`src/rtl/grid_painter.sv`:
```
// Frame-buffer writer for a 16x12 RGB111 grid: debounced buttons move a cursor,
// paint the cell under it, or sweep-clear the whole grid with the switch colour.
module grid_painter #(
  parameter int AW              = 8,
  parameter int DW              = 3,
  parameter int GRID_W          = 16,
  parameter int GRID_H          = 12,
  parameter int DEBOUNCE_CYCLES = 750000
) (
  input  logic          clk,
  input  logic          rst,
  input  logic          bntr,
  input  logic          bntl,
  input  logic          bntp,
  input  logic          bntc,
  input  logic [DW-1:0] switch,
  output logic [AW-1:0] addr_in,
  output logic [DW-1:0] data_in,
  output logic          regwrite,
  output logic [AW-1:0] cursor_addr,
  output logic          busy
);

  localparam int NCELLS = GRID_W * GRID_H;
  localparam int CNTW   = $clog2(DEBOUNCE_CYCLES + 1);
  localparam int CXW    = (GRID_W > 1) ? $clog2(GRID_W) : 1;
  localparam int CYW    = (GRID_H > 1) ? $clog2(GRID_H) : 1;

  localparam logic [CNTW-1:0] CNT_MAX   = CNTW'(DEBOUNCE_CYCLES);
  localparam logic [CXW-1:0]  CX_MAX    = CXW'(GRID_W - 1);
  localparam logic [CYW-1:0]  CY_MAX    = CYW'(GRID_H - 1);
  localparam logic [AW-1:0]   LAST_ADDR = AW'(NCELLS - 1);

  localparam logic [1:0] S_IDLE  = 2'd0;
  localparam logic [1:0] S_PAINT = 2'd1;
  localparam logic [1:0] S_CLEAR = 2'd2;

  // Button bit order: 0 right, 1 left, 2 paint, 3 clear.
  logic [3:0]      rawBtn;
  logic [3:0]      sync1_q, sync2_q, stable_q, stableDly_q, press_q;
  logic [CNTW-1:0] cnt_q [4];

  assign rawBtn = {bntc, bntp, bntl, bntr};

  // A full count forces the toggle even if the synced level has just reverted.
  always_ff @(posedge clk) begin
    if (!rst) begin
      sync1_q     <= '0;
      sync2_q     <= '0;
      stable_q    <= '0;
      stableDly_q <= '0;
      press_q     <= '0;
      for (int i = 0; i < 4; i++) cnt_q[i] <= '0;
    end else begin
      sync1_q     <= rawBtn;
      sync2_q     <= sync1_q;
      stableDly_q <= stable_q;
      press_q     <= stable_q & ~stableDly_q;
      for (int i = 0; i < 4; i++) begin
        if (cnt_q[i] == CNT_MAX) begin
          stable_q[i] <= ~stable_q[i];
          cnt_q[i]    <= '0;
        end else if (sync2_q[i] != stable_q[i]) begin
          cnt_q[i] <= cnt_q[i] + 1'b1;
        end else begin
          cnt_q[i] <= '0;
        end
      end
    end
  end

  logic [1:0]    state_q, state_d;
  logic [CXW-1:0] cx_q, cx_d;
  logic [CYW-1:0] cy_q, cy_d;
  logic [AW-1:0] cursor_q, cursor_d;
  logic [AW-1:0] addr_q, addr_d;
  logic [DW-1:0] data_q, data_d;
  logic          regwrite_q, regwrite_d;
  logic          busy_q, busy_d;

  // In CLEAR, addr_q doubles as the sweep index.
  always_comb begin
    state_d    = state_q;
    cx_d       = cx_q;
    cy_d       = cy_q;
    addr_d     = addr_q;
    data_d     = data_q;
    regwrite_d = 1'b0;
    busy_d     = 1'b0;
    case (state_q)
      S_IDLE: begin
        if (press_q[3]) begin
          state_d    = S_CLEAR;
          data_d     = switch;
          addr_d     = '0;
          regwrite_d = 1'b1;
          busy_d     = 1'b1;
        end else if (press_q[2]) begin
          state_d    = S_PAINT;
          data_d     = switch;
          addr_d     = cursor_q;
          regwrite_d = 1'b1;
        end else if (press_q[0]) begin
          if (cx_q == CX_MAX) begin
            cx_d = '0;
            cy_d = (cy_q == CY_MAX) ? '0 : cy_q + 1'b1;
          end else begin
            cx_d = cx_q + 1'b1;
          end
        end else if (press_q[1]) begin
          if (cx_q == '0) begin
            cx_d = CX_MAX;
            cy_d = (cy_q == '0) ? CY_MAX : cy_q - 1'b1;
          end else begin
            cx_d = cx_q - 1'b1;
          end
        end
      end
      S_PAINT: state_d = S_IDLE;
      S_CLEAR: begin
        if (addr_q == LAST_ADDR) begin
          state_d = S_IDLE;
        end else begin
          addr_d     = addr_q + 1'b1;
          regwrite_d = 1'b1;
          busy_d     = 1'b1;
        end
      end
      default: state_d = S_IDLE;
    endcase
    cursor_d = AW'(cy_d) * AW'(GRID_W) + AW'(cx_d);
  end

  always_ff @(posedge clk) begin
    if (!rst) begin
      state_q    <= S_IDLE;
      cx_q       <= '0;
      cy_q       <= '0;
      cursor_q   <= '0;
      addr_q     <= '0;
      data_q     <= '0;
      regwrite_q <= 1'b0;
      busy_q     <= 1'b0;
    end else begin
      state_q    <= state_d;
      cx_q       <= cx_d;
      cy_q       <= cy_d;
      cursor_q   <= cursor_d;
      addr_q     <= addr_d;
      data_q     <= data_d;
      regwrite_q <= regwrite_d;
      busy_q     <= busy_d;
    end
  end

  assign addr_in     = addr_q;
  assign data_in     = data_q;
  assign regwrite    = regwrite_q;
  assign cursor_addr = cursor_q;
  assign busy        = busy_q;

endmodule

```
`config.mk`:
```
export PLATFORM = sky130hd
export DESIGN_NAME = grid_painter
export DESIGN_NICKNAME = d
export VERILOG_FILES = /design/src/rtl/grid_painter.sv
export SDC_FILE = /design/constraint.sdc
export NUM_CORES = 1
export LEC_CHECK = 0
export CORE_ASPECT_RATIO = 1.1
export CORE_MARGIN = 5
export CORE_UTILIZATION = 55
export CTS_CLUSTER_SIZE = 30
export DETAILED_ROUTE_END_ITERATION = 7
export GPL_ROUTABILITY_DRIVEN = 0
export PLACE_DENSITY = 0.77
export SYNTH_ARGS = -nofsm -noshare
export SYNTH_HDL_FRONTEND = slang
export SYNTH_SLANG_ARGS = --single-unit
```
`constraint.sdc`:
```
create_clock -name clk -period 2 [get_ports clk]
set_input_delay 0.2 -clock clk [delete_from_list [all_inputs] [get_ports clk]]
set_output_delay 0.2 -clock clk [all_outputs]
set_load 0.005 [all_outputs]
```
* Word-level counts from Yosys, hierarchy flattened
Memory sizes are Yosys's and may differ from the RTL's.
Index checks and enable logic that the tools add are counted.
** Storage, ports and cells
- Bits in registers :: 51
- RAM bits :: 80
- Output and inout bits :: 21
- Memories :: 1
** Memories
- cnt_q :: depth 4, width 20, read ports 4, clocked after Yosys merged registers in 0, wr ports 4, RTL line 41 : logic [CNTW-1:0] cnt_q [4];
** Operators by class
- $add $sub $neg :: 10
- Equal/unequal tests :: 15
- Multiplexer cells :: 89
- Bitwise operators :: 18
- Reductions and logical operators :: 8
** Operators with widths (count)
- $mux W20 :: 12
- $add A20 B1 Y20 const B :: 4
- $eq A20 B20 Y1 const B :: 4
- $mux W4 :: 16
- $mux W1 :: 49
- $mux W8 :: 3
- $pmux W8 S2 :: 1
- $or A1 B1 Y1 :: 12
- $add A4 B1 Y4 const B :: 2
- $add A8 B1 Y8 const B :: 1
- $add A8 B4 Y8 :: 1
- $eq A4 B4 Y1 const B :: 2
- $eq A8 B8 Y1 const B :: 1
- $logic_not A4 Y1 :: 2
- $sub A4 B1 Y4 const B :: 2
- $mux W2 :: 3
- $mux W3 :: 2
- $and A4 B4 Y4 :: 1
- $ne A1 B1 Y1 :: 4
- $ne A2 B2 Y1 const B :: 2
- $not A1 Y1 :: 4
- $not A4 Y4 :: 1
- $pmux W1 S2 :: 2
- $pmux W2 S2 :: 1
- 6 further kinds :: 8

* Longest topological paths before layout
Gate-level depths: netlist of run 1.
- Depth in word-level cells :: 9
- Gate-level depth with buffers :: 7

* Worst setup path before layout of run 1
No wires, ideal clock.
- Path type :: register -> register
- Start :: memory cnt_q[0][0] in the netlist's numbering
- End :: memory cnt_q[0][2] in the netlist's numbering, data pin
- Setup time :: 257 ps
- Arrival time :: 1879 ps
- Data required time :: 1743 ps
- Slack :: -137 ps
- Cell stages (with the launch flop) :: 8
- Path buffers :: 1
- Clock period less this slack :: 2137 ps
- Cells stage by stage :: edfxtp_1 -> inv_1 -> ha_1 -> or4bb_1 -> or4_1 -> o21ai_1 -> buf_2 -> nor2_1
** RTL lines (RTL line)
- start, declared :: 41

==> results.json, run 1 <==
{
  "run_status": "finished, violations left",
  "violations": "negative setup slack",
  "postCtsHoldBufs": 0,
  "grt_util_met3_pct": 4.57,
  "final_max_slew_viol_count": 0,
  "n_fill_cell": 860,
  "die_x_microns": 114,
  "syn_area_sq_mm": 0.00650,
  "netlist_top_cells_count": "edfxtp_1 (80), nor2_1 (70), a21oi_1 (43), dfxtp_1 (43), o21ai_0 (36)",
  "cp-start-kind": "flip-flop",
  "antenna_found_initial": 0,
  "nets": 852,
  "setup_violations": 29,
  "yosysMostFrequentCell": "edfxtp_1",
  "n_antenna_cell": 0,
  "critPathRequiredTime_ps": 2150,
  "avgViaCountPerCell": 5.70,
  "max-clock-path-buffers": 2,
  "drc": 0,
  "clk_latency_ps": 420,
  "post-route-period-util_pct": 108,
  "first_global_vias": 5395,
  "die_area_sq_mm": 0.0141,
  "worst_slew_pin_slew_ps": 570,
  "ys_types": 58,
  "start_util_pct": 56.3,
  "wirelength_mm": 14.7,
  "grt_util_met1_pct": 25.0,
  "area_growth_syn_to_layout_pct": 28.6,
  "arrival_ps": 2300,
  "fp.dieH_microns": 124,
  "grt_pass1_wl_mm": 23.9,
  "clockRootBuffer": "clkbuf_16",
  "grt_usage_pct": 21.1,
  "drive_gt1_share_pct": 15.4,
  "grt_remaining_overflow": 0,
  "firstDrtPassIters": 6,
  "synth_edf_count": 80,
  "coreArea_sq_mm": 0.0115,
  "synth_flop_cell": "edfxtp_1",
  "peakVddDrop_v": 0.000504,
  "grt_max_degree": 30,
  "cap_violations": 0,
  "drt_iter0_drc": 394,
  "leakage_uw": 0.00308,
  "synthTopCellsByArea": "edfxtp_1 (37%), dfxtp_1 (13%), nor2_1 (4.0%)",
  "fin_skew_ps": 4.68,
  "port_buffers": 29,
  "htreeDepth": 4,
  "multi_input_area_sq_mm": 0.00343,
  "syn_inst": 667,
  "hold_viol": 0,
  "regArea_sq_mm": 0.00326,
  "post-route-min-period_ps": 2150,
  "maxSlewHeadroom_pct": 61.6,
  "synth_top_area_cell": "edfxtp_1",
  "yosysTopAreaCellShare_pct": 36.9,
  "cts_sinks": 123,
  "yosys_warnings": 0,
  "timing.fmax_mhz": 465,
  "setup_ws_ps": -151,
  "worstPathMaxFanout": 20,
  "hpwl_mm": 10.1,
  "hold_class": "in -> reg",
  "pin_count": 30,
  "wl_per_cell_microns": 14.8,
  "hold_ws_ps": 344,
  "ys_seq_area_share_pct": 50.2,
  "busiest_layer": "met2",
  "cts_tree": "done",
  "antenna_left": 0,
  "power_uw": 5950,
  "rsz0062_at_grt": "yes",
  "ys_seq_elements": 123,
  "end_kind": "flip-flop",
  "use_met2_pct": 36.7,
  "vias": 5651,
  "criticalPathCategory": "reg -> reg",
  "cts_buffers": 17,
  "async_flop_share_pct": 0,
  "synth.avg_cell_area_sq_um": 9.75,
  "cts.clk_slew.worst_paths_ps": 60,
  "powerDensity_mw_per_mm2": 711,
  "dpl_worst_slack_ps": -145,
  "rows": 41
}
==> per-stage QoR <==
step,area (sq um),utilization [%],cells,setup TNS (ps)
final,8370,72.5,992,-2770
after floorplan,6810,-,746,-1740
after global routing,8370,72.5,992,-6350
after detailed placement,7580,65.7,948,-2750
after global placement,7580,65.7,948,-1780
after CTS,8160,70.7,981,-2720
==> final cells by class <==
type | count | area share [%]
Clock buffer | 20 | 5.85
Multi-Input combinational cell | 561 | 41.0
Sequential cell | 123 | 39.0
Clock inverter | 12 | 0.793
Tap cell | 150 | 2.24
Timing Repair Buffer | 92 | 9.59
Inverter | 34 | 1.53
==> logic make-up after synthesis <==
| logic type | share of synthesized area [%] |
|---|---|
| simple gates | 24.3 |
| other cells | 0.0577 |
| fa+ha+maj | 2.69 |
| buf+inv | 3.64 |
| xor+xnor | 6.60 |
| compound gates | 12.5 |
| flops | 50.2 |
==> metal layers <==
layer  vias to the layer above  wire, microns
met4                         0            306
met1                      2710           6080
met3                        31            868
met5                         -              0
li1                       2722              -
met2                       188           7440
==> sequential cells by signal (all words and copies together), names as in the netlist, 4 cells and up <==
register     cells
cnt_q           80
addr_in          8
cy_q             4
press_q          4
stableDly_q      4
stable_q         4
sync1_q          4
sync2_q          4
==> repair_timing <==
| action | 4_1_cts | 5_1_grt |
|---|---|---|
| setup endpoints to repair | 24 | 49 |
| gates cloned | 0 | 2 |
| resized for setup | 2 | 35 |
| pin swaps | 1 | 19 |
| setup buffers | 1 | 9 |
==> worst max-delay path: stages (launching register included) <==
cell and delay [ps]:
edfxtp_1 410, inv_2 70, ha_1 120, or4bb_1 380, or4_4 510, o21ai_4 160, buf_12 170, a21oi_1 60
==> cells in the final DEF, fill, tap and decap left out, types with 3 or more instances in the layout <==
cell             instances
a21oi_1                 38
nor2_4                   5
nor2_1                  65
buf_4                   56
and2_1                  17
inv_1                   32
o31ai_1                 12
nand3_1                 26
nor3_1                  17
or4_1                   13
dfxtp_1                 43
conb_1                  80
nand4_1                 23
nor2b_1                  8
o21ai_0                 36
xor2_1                  25
nor4_1                   4
nor3b_1                  4
ha_1                    12
a211oi_1                 6
a31oi_1                  5
nand3_2                  3
nor4b_1                  3
clkinv_2                 9
edfxtp_1                80
or4_4                    4
and3_1                   7
nand2_1                 31
xnor2_1                 24
and4_1                   8
o211ai_1                 4
clkdlybuf4s50_1         29
a22oi_1                  3
o22ai_1                  3
a311oi_1                 3
a21oi_2                  6
or3_1                   21
nand2b_1                 6
clkbuf_16               19
==> final timing paths <==
path / cells after the start / to / slack [ps] / startpoint
setup / recovery: 7 / cnt_q[0][15]$_SDFFCE_PP0P_ / -150 / cnt_q[0][1]$_SDFFCE_PP0P_
hold / removal: 3 / data_in[2]$_SDFFE_PN0P_ / 340 / switch[2]
setup reg to reg: 7 / cnt_q[0][15]$_SDFFCE_PP0P_ / -150 / cnt_q[0][1]$_SDFFCE_PP0P_
hold reg to reg: 1 / press_q[1]$_SDFF_PN0_ / 380 / stableDly_q[1]$_SDFF_PN0_
==> power breakdown <==
| group | total [uW] | internal, uW | switching (uW) |
|---|---|---|---|
| sequential | 2850 | 2780 | 69.4 |
| clock | 2820 | 1740 | 1080 |
| combinational | 273 | 122 | 151 |
(Power assumes the default switching activity.)
==> inputs of run 2 (changes only) <==
- GPL_ROUTABILITY_DRIVEN: 0 -> not set
==> results of run 2 <==
Same layout as run 1: the final DEF is identical, and so are final timing and power.
